===== src/rtl/mem_ctrl_pkg.sv =====
// mem_ctrl_pkg: shared types and helpers for the parametrised memory controller.
// Optional feature macro used by the controller: MEM_INIT_CLEAR_EN.
package mem_ctrl_pkg;

  // Controller states. ST_INIT is only ever entered when MEM_INIT_CLEAR_EN is defined.
  typedef enum logic [1:0] {
    ST_INIT = 2'd0,
    ST_IDLE = 2'd1,
    ST_BUSY = 2'd2
  } state_e;

  // Largest supported read latency and the down-counter width that covers it.
  localparam int MAX_RD_LATENCY = 8;
  localparam int CNT_W          = $clog2(MAX_RD_LATENCY);

  // A request is illegal when it targets a word outside the populated range
  // or asks for a read and a write at the same time.
  function automatic logic req_is_error(input logic        wr,
                                        input logic        rd,
                                        input logic [31:0] addr,
                                        input int unsigned mem_size);
    return (wr & rd) | (addr >= mem_size);
  endfunction

endpackage


===== src/rtl/mem_array.sv =====
// mem_array: single-port word storage with per-byte write enables and a
// registered read port, written so synthesis can map it onto block RAM.
// Contents have no reset.
module mem_array #(
  parameter int ADDR_WIDTH = 4,
  parameter int DATA_WIDTH = 32,
  parameter int MEM_SIZE   = 16
) (
  input  logic                    clk,
  input  logic                    we_i,
  input  logic                    re_i,
  input  logic [ADDR_WIDTH-1:0]   addr_i,
  input  logic [DATA_WIDTH-1:0]   wdata_i,
  input  logic [DATA_WIDTH/8-1:0] be_i,
  output logic [DATA_WIDTH-1:0]   rdata_o
);

  localparam int BE_W = DATA_WIDTH / 8;

  logic [DATA_WIDTH-1:0] mem [MEM_SIZE];

  // Byte-granular write: only lanes with their enable set are updated.
  always_ff @(posedge clk) begin
    if (we_i) begin
      for (int i = 0; i < BE_W; i++) begin
        if (be_i[i]) begin
          mem[addr_i][8*i +: 8] <= wdata_i[8*i +: 8];
        end
      end
    end
  end

  // Registered read, sampled only when a legal read is accepted.
  always_ff @(posedge clk) begin
    if (re_i) begin
      rdata_o <= mem[addr_i];
    end
  end

endmodule


===== src/rtl/mem_ctrl_param.sv =====
// mem_ctrl_param: single-port memory with ready/response handshake, byte
// enables, configurable read latency and error reporting.
// Optional feature: define MEM_INIT_CLEAR_EN to sweep zeros into the array
// after every reset release before the first request is accepted.
module mem_ctrl_param
  import mem_ctrl_pkg::*;
#(
  parameter int ADDR_WIDTH = 4,
  parameter int DATA_WIDTH = 32,
  parameter int MEM_SIZE   = 16,
  parameter int RD_LATENCY = 2
) (
  input  logic                    clk,
  input  logic                    reset,
  input  logic                    wr,
  input  logic                    rd,
  input  logic [ADDR_WIDTH-1:0]   addr,
  input  logic [DATA_WIDTH-1:0]   wdata,
  input  logic [DATA_WIDTH/8-1:0] be,
  output logic                    ready,
  output logic [DATA_WIDTH-1:0]   rdata,
  output logic                    response,
  output logic                    error
);

  localparam int BE_W = DATA_WIDTH / 8;

  state_e             state_q, state_d;
  logic [CNT_W-1:0]   cnt_q, cnt_d;
  logic               req_rd_q;     // accepted request is a legal read
  logic               req_err_q;    // accepted request is illegal
  logic               response_q;
  logic               error_q;
  logic [DATA_WIDTH-1:0] rdata_q;

  logic               accept;
  logic               req_err;
  logic               legal_wr;
  logic               legal_rd;
  logic [CNT_W-1:0]   lat_m1;
  logic               done;

  logic                  arr_we;
  logic                  arr_re;
  logic [ADDR_WIDTH-1:0] arr_addr;
  logic [DATA_WIDTH-1:0] arr_wdata;
  logic [BE_W-1:0]       arr_be;
  logic [DATA_WIDTH-1:0] arr_rdata;
  logic [DATA_WIDTH-1:0] rd_pipe_out;

  // Request decode: a request is taken only in IDLE; combined wr&rd and
  // out-of-range addresses are classified as errors and never touch the array.
  always_comb begin
    accept   = (state_q == ST_IDLE) & (wr | rd);
    req_err  = req_is_error(wr, rd, 32'(addr), MEM_SIZE);
    legal_wr = accept & wr & ~req_err;
    legal_rd = accept & rd & ~req_err;
    lat_m1   = (rd & ~wr) ? CNT_W'(RD_LATENCY - 1) : '0;
    done     = (state_q == ST_BUSY) & (cnt_q == '0);
  end

  // ready is also gated by reset so it reads low for the whole reset period.
  assign ready    = (state_q == ST_IDLE) & reset;
  assign response = response_q;
  assign error    = error_q;
  assign rdata    = rdata_q;

`ifdef MEM_INIT_CLEAR_EN
  logic [ADDR_WIDTH-1:0] init_addr_q, init_addr_d;
  logic                  init_last;

  assign init_last = (init_addr_q == ADDR_WIDTH'(MEM_SIZE - 1));

  // Sweep address for the post-reset clear; restarts at 0 on every reset.
  always_ff @(posedge clk or negedge reset) begin
    if (!reset) begin
      init_addr_q <= '0;
    end else begin
      init_addr_q <= init_addr_d;
    end
  end

  // Advance the sweep one word per cycle while in INIT.
  always_comb begin
    init_addr_d = init_addr_q;
    if (state_q == ST_INIT && !init_last) begin
      init_addr_d = init_addr_q + 1'b1;
    end
  end

  // Array port mux: the clear sweep owns the write port while in INIT.
  always_comb begin
    arr_we    = legal_wr;
    arr_re    = legal_rd;
    arr_addr  = addr;
    arr_wdata = wdata;
    arr_be    = be;
    if (state_q == ST_INIT) begin
      arr_we    = 1'b1;
      arr_re    = 1'b0;
      arr_addr  = init_addr_q;
      arr_wdata = '0;
      arr_be    = '1;
    end
  end
`else
  // Array port driven straight from the accepted request.
  always_comb begin
    arr_we    = legal_wr;
    arr_re    = legal_rd;
    arr_addr  = addr;
    arr_wdata = wdata;
    arr_be    = be;
  end
`endif

  // State and latency counter registers.
  always_ff @(posedge clk or negedge reset) begin
    if (!reset) begin
`ifdef MEM_INIT_CLEAR_EN
      state_q <= ST_INIT;
`else
      state_q <= ST_IDLE;
`endif
      cnt_q   <= '0;
    end else begin
      state_q <= state_d;
      cnt_q   <= cnt_d;
    end
  end

  // Next-state logic: the counter is loaded only on accept from IDLE, so it
  // can never wrap while BUSY.
  always_comb begin
    state_d = state_q;
    cnt_d   = cnt_q;
    case (state_q)
      ST_IDLE: begin
        if (accept) begin
          state_d = ST_BUSY;
          cnt_d   = lat_m1;
        end
      end
      ST_BUSY: begin
        if (cnt_q != '0) begin
          cnt_d = cnt_q - 1'b1;
        end else begin
          state_d = ST_IDLE;
        end
      end
      ST_INIT: begin
`ifdef MEM_INIT_CLEAR_EN
        if (init_last) begin
          state_d = ST_IDLE;
        end
`else
        state_d = ST_IDLE;
`endif
      end
      default: state_d = ST_IDLE;
    endcase
  end

  // Capture request type and error status at accept.
  always_ff @(posedge clk or negedge reset) begin
    if (!reset) begin
      req_rd_q  <= 1'b0;
      req_err_q <= 1'b0;
    end else if (accept) begin
      req_rd_q  <= legal_rd;
      req_err_q <= req_err;
    end
  end

  mem_array #(
    .ADDR_WIDTH (ADDR_WIDTH),
    .DATA_WIDTH (DATA_WIDTH),
    .MEM_SIZE   (MEM_SIZE)
  ) u_mem_array (
    .clk     (clk),
    .we_i    (arr_we),
    .re_i    (arr_re),
    .addr_i  (arr_addr),
    .wdata_i (arr_wdata),
    .be_i    (arr_be),
    .rdata_o (arr_rdata)
  );

  // Read data path: the array output register is the first stage, and
  // RD_LATENCY-1 further stages bring the word up to the response edge.
  if (RD_LATENCY == 1) begin : g_no_pipe
    assign rd_pipe_out = arr_rdata;
  end else begin : g_pipe
    logic [DATA_WIDTH-1:0] stage_q [RD_LATENCY-1];

    // Shift the sampled word one stage per cycle.
    always_ff @(posedge clk or negedge reset) begin
      if (!reset) begin
        for (int k = 0; k < RD_LATENCY - 1; k++) begin
          stage_q[k] <= '0;
        end
      end else begin
        stage_q[0] <= arr_rdata;
        for (int k = 1; k < RD_LATENCY - 1; k++) begin
          stage_q[k] <= stage_q[k-1];
        end
      end
    end

    assign rd_pipe_out = stage_q[RD_LATENCY-2];
  end

  // Response registers: pulse on completion; rdata/error update only then
  // and hold until the next response. A legal write leaves rdata untouched.
  always_ff @(posedge clk or negedge reset) begin
    if (!reset) begin
      response_q <= 1'b0;
      error_q    <= 1'b0;
      rdata_q    <= '0;
    end else begin
      response_q <= done;
      if (done) begin
        error_q <= req_err_q;
        if (req_err_q) begin
          rdata_q <= '0;
        end else if (req_rd_q) begin
          rdata_q <= rd_pipe_out;
        end
      end
    end
  end

endmodule


===== config.mk =====
export PLATFORM = sky130hd
export DESIGN_NAME = mem_ctrl_param
export DESIGN_NICKNAME = d
export VERILOG_FILES = /design/src/rtl/mem_ctrl_pkg.sv /design/src/rtl/mem_array.sv /design/src/rtl/mem_ctrl_param.sv
export SDC_FILE = /design/constraint.sdc
export NUM_CORES = 1
export LEC_CHECK = 0
export ABC_AREA = 1
export ABC_CLOCK_PERIOD_IN_PS = 5000
export CORE_MARGIN = 2
export CORE_UTILIZATION = 60
export DETAILED_ROUTE_END_ITERATION = 12
export HOLD_SLACK_MARGIN = 0.15
export MAX_ROUTING_LAYER = met4
export PLACE_DENSITY = 0.87
export SYNTH_ARGS = -nofsm -noshare
export SYNTH_HDL_FRONTEND = slang
export SYNTH_SLANG_ARGS = --single-unit

===== constraint.sdc =====
create_clock -name clk -period 5 [get_ports clk]
set_input_delay 1.5 -clock clk [delete_from_list [all_inputs] [get_ports clk]]
set_output_delay 1.5 -clock clk [all_outputs]
set_load 0.05 [all_outputs]

==> flow_summary.yaml <==
sta:
  worst_hold_slack_ns: 0.343
  post-route-min-period_ns: 3.74
  maxSlewViolCount: 0
  finalCritPeriodShare_pct: 74.8
  finalHoldViolations: 0
  fin_setup_tns_ns: 0
  finalClockSkew_ns: 0.0113
  rsz0062_at_grt: "no"
  tightest_slew_ns: 1.24
  fmax_mhz: 267
  setup-violations-final: 0
  maxSlewHeadroom_pct: 17.1
critical_path:
  crit_arrival_ns: 3.97
  crit_type: "input pin to register"
  crit_fanout: 16
  worstSetupStartpointType: "input pin"
  critPathCaptureType: "register"
  required_ns: 5.23
die:
  core_area_sq_um: 41800
  die_y_microns: 209
  io_pins: 79
  rows: 75
  die_area_sq_um: 43700
  initial_core_util_pct: 60.4
  chipWidth_microns: 209
place:
  dpl_cell_area_sq_um: 26200
  gp_congestion: 0.916
  place_hpwl_mm: 33.8
  io_buffers: 78
yosys:
  synth_cell_type_count: 24
  syn_area_per_cell_sq_um: 10.5
  yosysWarnings: 0
  syn-cell-area_sq_um: 25200
  netlist_instances: 2400
  syn_nets: 2446
  synth-seq-cells: 617
  yosysSeqAreaShare_pct: 72.0
cts:
  cts_buffers: 58
  cts_tree: "done"
  clock_sinks: 617
  cts_max_level: 2
  clkTransAtPathRegs_ns: 0.06
  cts_setup_buffers: 0
  clockRootBuffer: "clkbuf_16"
  cts_hold_buf: 0
  post_cts_resized: 0
  cts_buffer_depth: 3
  clkLatencyLatePin_ns: 0.60
drt:
  first_iter_violations: 2330
  routed_via_density: 5.58
  post_drt_wl_per_cell_microns: 18.5
  drc: 0
  vias: 17000
  routed_wl_mm: 56.3
  drtAntennaViolNets: 0
  firstDrtPassIters: 6
finish:
  drive_gt1_share_pct: 5.43
  num-fill-cells: 2723
  area_delta_synth_final_pct: 11.4
  multi_input_area_sq_um: 6000
  regArea_sq_um: 18200
  final_cell_area_sq_um: 28100
  nNetsFinal: 2502
grt:
  antenna_found_initial: 1
  gr-usage-all-layers_pct: 26.8
  grt_overflow_total: 0
  grt_pass1_vias: 16500
  grt_pass1_wl_mm: 87.4
  grt_max_degree: 257
min_path:
  hold_path_class: "register to register"
pwr:
  comb_power_share_pct: 10.8
  leakagePower_nw: 11.8
  swShare_pct: 24.8
  power_frac_seq_pct: 51.7
  ir_drop_mv: 0.282
  clkPwrFrac_pct: 37.4
  power_density_nw_per_um2: 405
  total_power_mw: 11.4
  p_int_mw: 8.56
  switching_power_mw: 2.82
run_status:
  outcome: "finished, final reports clean"
run:
  cap_violations: 0
-- worst paths after layout --
path | to | start | cells past startpoint | slack, ns
worst max-delay path | u_mem_array.mem[8][25]$_DFFE_PP_ | wr | 5 | 1.26
worst min-delay path | g_pipe.stage_q[31]$_DFF_PN0_ | u_mem_array.rdata_o[31]$_DFFE_PP_ | 0 | 0.34
worst max register to register | u_mem_array.mem[8][25]$_DFFE_PP_ | state_q[0]$_DFFE_PN1P_ | 6 | 2.03
worst min register to register | g_pipe.stage_q[31]$_DFF_PN0_ | u_mem_array.rdata_o[31]$_DFFE_PP_ | 0 | 0.34
max in group asynchronous | rdata[14]$_DFFE_PN0P_ | reset | 2 | 3.32
min in group asynchronous | rdata[29]$_DFFE_PN0P_ | reset | 2 | 1.11
-- cell type report --
| type | instances | share of cell area (%) |
|---|---|---|
| well taps | 539 | 2.40 |
| clock buffers | 78 | 5.85 |
| inverters | 110 | 1.50 |
| clock inverters | 32 | 0.823 |
| repair buffers | 104 | 3.49 |
| flip-flops and latches | 617 | 64.6 |
| diodes | 1 | 0.00890 |
| multi-input cells | 1565 | 21.3 |
-- state kept, by name, indices dropped and copies added, names as in the netlist --
signal / count
u_mem_array.mem: 512
g_pipe.stage_q: 32
rdata: 32
u_mem_array.rdata_o: 32
cnt_q: 3
state_q: 2
error: 1
req_err_q: 1
req_rd_q: 1
response: 1
-- cell usage after synthesis --
master    instances  area [sq um]
nand2_1        1439          5400
edfxtp_1        544         16300
inv_1           107           402
dfrtp_1          72          1800
nor2_1           68           255
buf_2            66           330
o21ai_1          31           155
buf_4            16           120
buf_6            15           169
clkbuf_1         11          41.3
o21ai_0          10          50.1
nor2_2            8          50.1
ha_1              2          25.0
and3_1            1          6.26
clkinv_1          1          3.75
dfstp_2           1          26.3
inv_2             1          3.75
inv_4             1          6.26
nand2_2           1          6.26
nand3_1           1          5.00
nand3b_1          1          7.51
nor3_1            1          5.00
nor3_4            1          16.3
xor2_1            1          8.76
-- kinds of logic after synthesis --
logic type      synth area share [%]
compound gates                 0.813
buf+inv                         4.26
simple gates                    22.8
fa+ha+maj                     0.0992
flops                           72.0
xor+xnor                      0.0347
-- critical path, cell delays in order --
cell and delay, ns:
clkdlybuf4s50_1 0.58, nand2_1 0.12, nor2_2 0.37, nand2_1 0.58
nor2_1 0.81
-- power groups by stage --
stage                     clock network (mW)  logic [mW]  registers [mW]
after floorplan                            0       0.522            6.23
after global placement                     0        1.17            5.98
after detailed placement                   0        1.21            5.99
after CTS                               4.30        1.22            5.89
after global routing                    4.48        1.33            5.90
final                                   4.26        1.23            5.89
-- placed cells by master, fill, tap and decap left out, drive strengths merged --
| master | count |
|---|---|
| xor2 | 1 |
| nor3 | 2 |
| nand3 | 1 |
| diode | 1 |
| and3 | 1 |
| o21ai | 41 |
| clkdlybuf4s50 | 74 |
| clkbuf | 78 |
| inv | 111 |
| nand2 | 1440 |
| nor2 | 76 |
| ha | 2 |
| bufinv | 2 |
| clkinvlp | 5 |
| dfrtp | 72 |
| clkinv | 24 |
| edfxtp | 544 |
| buf | 30 |
| dfstp | 1 |
| nand3b | 1 |
-- routing by layer --
metal	up-vias	GRT usage (%)	wire length (microns)
met5	-	-	0
met4	0	12.3	2440
met3	184	4.91	6140
met2	1085	42.3	26700
met1	7942	34.3	21000
li1	7775	-	-
-- through the flow --
stage / setup WS [ns] / utilization, % / cells
detailed placement: 0.823 / 62.8 / 2935
global placement: 1.01 / 62.8 / 2935
finish: 1.26 / 67.3 / 3046
global route: 1.22 / 67.3 / 3046
CTS: 1.43 / 67.3 / 3045
floorplan: 1.55 / - / 2400
No activity file was read; power rests on OpenSTA's default activity.
